**src/rtl/lsu_mem_arbiter.sv**
```systemverilog
// Round-robin arbiter that shares one data-memory port between NUM_REQ LSU lanes.
// Each grant runs one valid/ready memory handshake, then pulses resp_valid to the owner.
module lsu_mem_arbiter #(
    parameter int unsigned NUM_REQ = 4,
    parameter int unsigned ADDR_W  = 16,
    parameter int unsigned DATA_W  = 16
) (
    input  logic                        clk,
    input  logic                        reset,
    input  logic [NUM_REQ-1:0]          req_valid,
    input  logic [NUM_REQ-1:0]          req_lw_or_sw,
    input  logic [NUM_REQ*ADDR_W-1:0]   req_addr,
    input  logic [NUM_REQ*DATA_W-1:0]   req_wdata,
    output logic [NUM_REQ-1:0]          req_ready,
    output logic [NUM_REQ-1:0]          resp_valid,
    output logic [DATA_W-1:0]           resp_rdata,
    output logic                        mem_valid,
    output logic                        mem_we,
    output logic [ADDR_W-1:0]           mem_addr,
    output logic [DATA_W-1:0]           mem_wdata,
    input  logic                        mem_ready,
    input  logic [DATA_W-1:0]           mem_rdata,
    output logic                        busy
);

    localparam int unsigned PtrW = $clog2(NUM_REQ);

    typedef enum logic [1:0] {StIdle, StIssue, StDone} state_e;

    state_e              state_q, state_d;
    logic [PtrW-1:0]     rr_ptr_q, rr_ptr_d;
    logic [PtrW-1:0]     owner_q, owner_d;
    logic [ADDR_W-1:0]   addr_q, addr_d;
    logic [DATA_W-1:0]   wdata_q, wdata_d;
    logic                lw_q, lw_d;
    logic [DATA_W-1:0]   rdata_q, rdata_d;

    logic                found;
    logic [PtrW-1:0]     winner;
    logic [PtrW-1:0]     cand;
    logic [ADDR_W-1:0]   sel_addr;
    logic [DATA_W-1:0]   sel_wdata;
    logic                sel_lw;

    // First requesting lane at or after rr_ptr, wrapping modulo NUM_REQ.
    always_comb begin
        found  = 1'b0;
        winner = '0;
        cand   = '0;
        for (int unsigned i = 0; i < NUM_REQ; i++) begin
            cand = PtrW'((32'(rr_ptr_q) + i) % NUM_REQ);
            if (!found && req_valid[cand]) begin
                found  = 1'b1;
                winner = cand;
            end
        end
    end

    always_comb begin
        sel_addr  = '0;
        sel_wdata = '0;
        sel_lw    = 1'b0;
        for (int unsigned j = 0; j < NUM_REQ; j++) begin
            if (winner == PtrW'(j)) begin
                sel_addr  = req_addr[j*ADDR_W +: ADDR_W];
                sel_wdata = req_wdata[j*DATA_W +: DATA_W];
                sel_lw    = req_lw_or_sw[j];
            end
        end
    end

    always_ff @(posedge clk or negedge reset) begin
        if (!reset) begin
            state_q  <= StIdle;
            rr_ptr_q <= '0;
            owner_q  <= '0;
            addr_q   <= '0;
            wdata_q  <= '0;
            lw_q     <= 1'b0;
            rdata_q  <= '0;
        end else begin
            state_q  <= state_d;
            rr_ptr_q <= rr_ptr_d;
            owner_q  <= owner_d;
            addr_q   <= addr_d;
            wdata_q  <= wdata_d;
            lw_q     <= lw_d;
            rdata_q  <= rdata_d;
        end
    end

    always_comb begin
        state_d  = state_q;
        rr_ptr_d = rr_ptr_q;
        owner_d  = owner_q;
        addr_d   = addr_q;
        wdata_d  = wdata_q;
        lw_d     = lw_q;
        rdata_d  = rdata_q;
        unique case (state_q)
            StIdle: begin
                if (found) begin
                    owner_d = winner;
                    addr_d  = sel_addr;
                    wdata_d = sel_wdata;
                    lw_d    = sel_lw;
                    state_d = StIssue;
                end
            end
            StIssue: begin
                if (mem_ready) begin
                    rdata_d = lw_q ? mem_rdata : '0;
                    state_d = StDone;
                end
            end
            StDone: begin
                rr_ptr_d = (owner_q == PtrW'(NUM_REQ - 1)) ? '0 : owner_q + PtrW'(1);
                state_d  = StIdle;
            end
            default: state_d = StIdle;
        endcase
    end

    always_comb begin
        req_ready  = '0;
        resp_valid = '0;
        mem_valid  = 1'b0;
        mem_we     = 1'b0;
        mem_addr   = '0;
        mem_wdata  = '0;
        for (int unsigned i = 0; i < NUM_REQ; i++) begin
            req_ready[i]  = (state_q == StIdle) && found && (winner == PtrW'(i));
            resp_valid[i] = (state_q == StDone) && (owner_q == PtrW'(i));
        end
        if (state_q == StIssue) begin
            mem_valid = 1'b1;
            mem_we    = ~lw_q;
            mem_addr  = addr_q;
            mem_wdata = wdata_q;
        end
        busy = (state_q != StIdle);
    end

    assign resp_rdata = rdata_q;

endmodule

```
**config.mk**
```make
export PLATFORM = sky130hd
export DESIGN_NAME = lsu_mem_arbiter
export DESIGN_NICKNAME = d
export VERILOG_FILES = /design/src/rtl/lsu_mem_arbiter.sv
export SDC_FILE = /design/constraint.sdc
export NUM_CORES = 1
export LEC_CHECK = 0
export ABC_AREA = 1
export BUFFER_PORTS_ARGS = -buffer_cell sky130_fd_sc_hd__buf_2
export CORE_AREA = 2 2 109 111
export CTS_CLUSTER_SIZE = 12
export DETAILED_ROUTE_END_ITERATION = 16
export DIE_AREA = 0 0 111 113
export GPL_TIMING_DRIVEN = 0
export SLEW_MARGIN = 20
export SYNTH_ARGS = -nofsm -noshare
export SYNTH_HDL_FRONTEND = slang
export SYNTH_SLANG_ARGS = --single-unit
```
**constraint.sdc**
```tcl
create_clock -name clk -period 6 [get_ports clk]
set_input_delay 0.3 -clock clk [delete_from_list [all_inputs] [get_ports clk]]
set_output_delay 0.3 -clock clk [all_outputs]
set_load 0.02 [all_outputs]
```
==> results of run 1 <==
power by group:
group	total, mW	switching (mW)	internal, mW	leakage, nW
registers	0.650	0.0933	0.557	0.676
logic	2.58	1.74	0.837	2.48
clock network	0.296	0.139	0.157	0.0664
cell type report:
cell class / instances / area (um2) / area share [%]
multi-input cells: 454 / 2040 / 38.2
flip-flops and latches: 55 / 1380 / 25.8
repair buffers: 213 / 1070 / 20.0
inverters: 84 / 318 / 5.96
plain buffers: 36 / 199 / 3.73
well taps: 143 / 179 / 3.36
clock buffers: 5 / 125 / 2.35
clock inverters: 3 / 23.8 / 0.446
diodes: 1 / 2.50 / 0.0469
worst reg2reg max path: stages, from the launching register on:
cell      delay (ps)
dfrtp_1          450
inv_2            150
nand2_1           80
nand2_2           90
nand2_1           60
nand2_1          130
nand4_1          200
nand3_4          240
clkbuf_1         450
nand3_1          150
nand4_1          140
nand2_1           60
nand2_1           50
cell usage in the layout (no fill, tap or decap):
master | Yosys | routed
o21ai_0 | 42 | 42
diode_2 | 0 | 1
buf_6 | 4 | 4
buf_2 | 12 | 224
nand2_1 | 185 | 185
nand3_2 | 1 | 1
inv_6 | 0 | 1
clkinvlp_4 | 0 | 2
nand3_4 | 1 | 1
a21oi_1 | 4 | 4
nor2_4 | 1 | 1
inv_1 | 80 | 80
nor2_2 | 3 | 3
clkinv_1 | 1 | 1
buf_1 | 2 | 2
o21ai_1 | 3 | 3
clkbuf_16 | 0 | 5
nand3_1 | 94 | 94
nand4_1 | 12 | 12
inv_4 | 1 | 1
dfrtp_1 | 55 | 55
nand2_4 | 1 | 1
inv_2 | 2 | 2
nand3b_1 | 6 | 6
clkbuf_1 | 13 | 13
a21boi_2 | 1 | 1
nand2_2 | 6 | 6
or2_2 | 1 | 1
ha_1 | 4 | 4
buf_4 | 5 | 6
nor2_1 | 89 | 89
metrics by stage:
| stage | utilization, % | hold slack [ps] |
|---|---|---|
| finish | 47.3 | 70.3 |
| global route | 47.3 | 133 |
| CTS | 47.3 | 103 |
| detailed placement | 45.9 | 418 |
| global placement | 45.9 | 463 |
| floorplan | - | 4.41 |
flip-flops by register name, summed over array words and instances, names as in the netlist:
name and cells:
lw_q 1, addr_q 16, wdata_q 16, state_q 2, resp_rdata 16, owner_q 2
rr_ptr_q 2
how the worst max path moves through the flow:
| stage | slack [ps] | end | from |
|---|---|---|---|
| 2_1_floorplan | 3850 | req_ready[3] | rr_ptr_q[0] |
| 3_3_place_gp | 3470 | req_ready[2] | rr_ptr_q[1] |
| 3_5_place_dp | 3410 | req_ready[2] | rr_ptr_q[1] |
| 4_1_cts | 3060 | req_ready[2] | rr_ptr_q[1] |
| 5_1_grt | 2850 | req_ready[2] | rr_ptr_q[1] |
| 6_report | 3120 | req_ready[2] | rr_ptr_q[1] |
metal layers:
metal,up-vias,wire length (um),track usage [%]
met5,-,0,0
met4,0,87,4.00
met3,6,908,3.64
met2,176,6800,39.3
met1,2133,5940,28.1
li1,2400,-,-
kinds of logic after synthesis:
logic type | after synthesis | synth area share (%)
and+or+nand+nor | 400 | 44.0
buffers and inverters | 120 | 13.1
DFF | 55 | 35.0
AOI/OAI and AO/OA | 50 | 6.52
adders and majority gates | 4 | 1.27
==> reports/metrics.yaml, run 1 <==
status: "complete, no violations"
fill_cells: 1233
max_slew_margin_pct: 51.8
yosys.area.top_type_share_pct: 35.0
synth_most_common_cell: "nand2_1"
cp_max_fo: 10
ys_top_cells_by_area: "dfrtp_1 (35%), nand2_1 (18%), nand3_1 (12%)"
worstMarginPinSlew_ps: 724
r2r_cells: 12
cts_root_buffer: "clkbuf_16"
hpwl_mm: 11.0
dp.cells: 985
rsz0062_at_grt: "no"
dpl_cell_area_um2: 5180
grt_max_degree: 56
antenna_found_initial: 0
grt_pass1_vias: 4756
cts_setup_buffers: 0
path_clk_slew_ps: 80
crit_family: "simple AND/OR/NAND/NOR gates"
initial_utilization_pct: 34.9
ir_drop_uv: 317
slew_viol_final: 0
synth_edf_count: 0
timing.rr.start: "rr_ptr_q[1]"
r2r_end: "wdata_q[14]"
critPathLaunchType: "register"
p_leak_nw: 3.22
critPathArrivalTime_ps: 2580
rows: 39
pin_count: 214
dieWidth_um: 111
finClkSkew_ps: 6.58
vias_per_cell: 4.74
ys_warn_count: 0
finalNonFillerCells: 994
worst-path-stages: 11
preCtsSetupSlack_ps: 3410
crit_path_frequent_cell: "nand2_1"
htreeDepth: 2
setup.worst_path.class: "reg2out"
nNetsFinal: 1008
drtIter0Drc: 200
min_path_type: "in2async"
final_area_um2: 5330
clockBufferDepth: 2
synthFlopType: "dfrtp_1"
syn_area_per_cell_um2: 6.25
finalSetupViolations: 0
synth_common_cells: "nand2_1 (185), nand3_1 (94), nor2_1 (89)"
vias: 4715
dieArea_um2: 12500
end_kind: "output pin"
hold_viol: 0
timing.final.crit_share_pct: 48.0
drt-wirelength-per-cell_um: 13.8
path_buf_inv: 3
cpPeakStageDelay_ps: 450
max_freq_ghz: 0.347
grt_overflow: 0
fin_ws_ps: 3120
cpMaxStageDelayCell: "dfrtp_1"
max_cap_viol_count: 0
cp.required_ps: 5700
synth_cells: 629
ant_nets: 0
path_cells: "inv_2 -> nand2_1 -> nand2_2 -> nand2_1 -> nand2_1 -> nand4_1 -> nand3_4 -> clkbuf_1 -> nand2_1 -> nor2_1 -> buf_2"
synth.distinct_cells: 27
regToRegSetupSlack_ps: 3690
yosys.area.top_type: "dfrtp_1"
cts_tree: "done"
clock_latency_ps: 290
cts.repair.resized: 0
totalNegativeSetupSlack_ps: 0
synth-seq-area-share_pct: 35.0
die_h_um: 113
netlist_area_um2: 3930
hold_buffers: 0
route.detailed.drc: 0
synth-seq-cells: 55
first_pass_iters: 5
final_layout_size_suffix_gt1_share_pct: 30.6
ys_async_sr_fraction_pct: 100
synth_fp_nets: 788
io_buffers: 213
track_usage_pct: 21.9
gp_congestion: 0.929
cts_made_buffers: 5
finalPower_mw: 3.53
p_per_area_nw_per_um2: 662
clock_sinks: 55
fin_crit_ps: 2880
coreArea_um2: 11300
syn2layout_area_growth_pct: 35.6
grt_pass1_wl_mm: 22.5
wl_mm: 13.7
(Power assumes the default switching activity.)
==> run 2: changes to the inputs <==
Clock period 6 ns to 2.9 ns, I/O delays scaled along.
==> run 2 against run 1 <==
Setup slack got worse by 2800 ps. Clock-buffer cell count unchanged. Sequential power up 110%. Critical endpoint is now req_ready[1].
==> reports/metrics.yaml, run 2 (synthesis results as in run 1) <==
ant_nets: 0  # unchanged
initial_utilization_pct: 34.9  # unchanged
cts_setup_buffers: 0  # unchanged
critPathLaunchType: "register"
grt_overflow: 0  # unchanged
p_per_area_nw_per_um2: 1370  # +110%
ir_drop_uv: 662  # +110%
setup.worst_path.class: "reg2out"
wl_mm: 13.7  # -0.20%
clockBufferDepth: 2  # unchanged
gp_congestion: 0.929  # unchanged
min_path_type: "in2reg"
first_pass_iters: 4  # -1
cp.required_ps: 2760  # -2940 ps
drt-wirelength-per-cell_um: 13.8  # -0.30%
coreArea_um2: 11300  # unchanged
seq_area_um2: 1380  # unchanged
fin_crit_ps: 2560
htreeDepth: 2  # unchanged
grt_pass1_vias: 4756  # unchanged
finalPower_mw: 7.30  # +110%
finalSetupViolations: 0  # unchanged
io_buffers: 213  # unchanged
max_slew_margin_pct: 51.1  # -0.60 points
vias_per_cell: 4.74  # -0.14%
timing.final.crit_share_pct: 88.4
status: "complete, no violations"
critPathArrivalTime_ps: 2420  # -160 ps
cp_max_fo: 10  # unchanged
multi_input_area_um2: 2040  # unchanged
preCtsSetupSlack_ps: 461  # -2950 ps
track_usage_pct: 21.9  # unchanged
totalNegativeSetupSlack_ps: 0  # unchanged
grt_max_degree: 56  # unchanged
layout_commonest_cell: "buf_2"
hpwl_mm: 11.0  # unchanged
syn2layout_area_growth_pct: 35.9
antenna_found_initial: 0  # unchanged
r2r_cells: 12  # unchanged
grt_pass1_wl_mm: 22.5  # unchanged
clock_sinks: 55  # unchanged
dp.cells: 985  # unchanged
rsz0062_at_grt: "no"
max_cap_viol_count: 0  # unchanged
dieArea_um2: 12500  # unchanged
final_layout_size_suffix_gt1_share_pct: 30.7  # +0.082 points
slew_viol_final: 0  # unchanged
finalNonFillerCells: 995  # +0.10%
end_kind: "output pin"
finClkSkew_ps: 7.66  # +1.09 ps
regToRegSetupSlack_ps: 600  # -3090 ps
nNetsFinal: 1009  # +0.099%
die_h_um: 113  # unchanged
vias: 4713  # -0.042%
cts_root_buffer: "clkbuf_16"
p_leak_nw: 3.23  # +0.22%
hold_viol: 0  # unchanged
fill_cells: 1232  # -0.081%
max_freq_ghz: 0.390
path_clk_slew_ps: 70  # about the same
worstHoldPathCells: 2
cts_tree: "done"
pin_count: 214  # unchanged
rows: 39  # unchanged
layout_common_cells: "buf_2 (224), nand2_1 (185), nand3_1 (94)"
cts_made_buffers: 5  # unchanged
dieWidth_um: 111  # unchanged
clock_latency_ps: 290  # about the same
route.detailed.drc: 0  # unchanged
worstMarginPinSlew_ps: 733  # +9.06 ps
fin_ws_ps: 335  # -2780 ps
drtIter0Drc: 221  # +11%
## run 2: cell count changes in the layout (fill, tap and decap cells not counted)
cell | previous run | this run
dlygate4sd3_1 | 0 | 1
clkbuf_2 | 0 | 1
clkbuf_1 | 13 | 12
## run 2: worst max-delay path, stage by stage (launching register included)
cell and delay [ps]:
dfrtp_1 450, inv_2 150, nand2_1 80, nand2_2 90, nand2_1 50, nand2_1 130
nand3_1 110, or2_2 290, nand2_2 140, inv_1 110, buf_2 200, nand2_1 110
nor2_1 40, buf_2 170
## run 2: power breakdown
group / total, mW / switching [mW] / internal, mW
registers: 1.35 / 0.193 / 1.15
logic: 5.34 / 3.60 / 1.74
clock network: 0.615 / 0.291 / 0.324
## run 2: final cells by class
| type | count | share of cell area, % |
|---|---|---|
| antenna | 1 | 0.0468 |
| buffer | 36 | 3.75 |
| clock buffer | 5 | 2.34 |
| clock inverter | 3 | 0.445 |
| inverter | 84 | 5.95 |
| multi-input combinational | 454 | 38.2 |
| sequential | 55 | 25.8 |
| tap | 143 | 3.35 |
| timing repair buffer | 214 | 20.2 |
## run 2: routing by layer
layer / track usage, % / part of all wire (%) / vias to the layer above
li1: - / - / 2399
met3: 3.64 / 6.1 / 6
met5: 0 / 0 / -
met4: 4.00 / 0.63 / 0
met2: 39.3 / 50 / 160
met1: 28.1 / 43 / 2148
## run 2: worst paths after layout
path	startpoint	endpoint
min reg2reg	addr_q[2]	addr_q[2]
max in group asynchronous	reset	wdata_q[2]
max	rr_ptr_q[1]	req_ready[1]
min	mem_ready	state_q[0]
min in group asynchronous	reset	rr_ptr_q[0]
max reg2reg	rr_ptr_q[1]	addr_q[11]
## run 2: repair_timing
item | 4_1_cts | 5_1_grt
gates resized for setup | 0 | 2
hold endpoints to repair | 55 | 0
endpoints found under the setup margin | 0 | 1
hold buffers | 1 | 0
## run 2: metrics by stage
stage / hold slack, ps / instance area, um2 / util, %
detailed placement: 263 / 5180 / 45.9
finish: 62.1 / 5340 / 47.4
CTS: 59.3 / 5340 / 47.4
floorplan: -151 / 3930 / -
global placement: 366 / 5180 / 45.9
global route: 72.0 / 5340 / 47.4
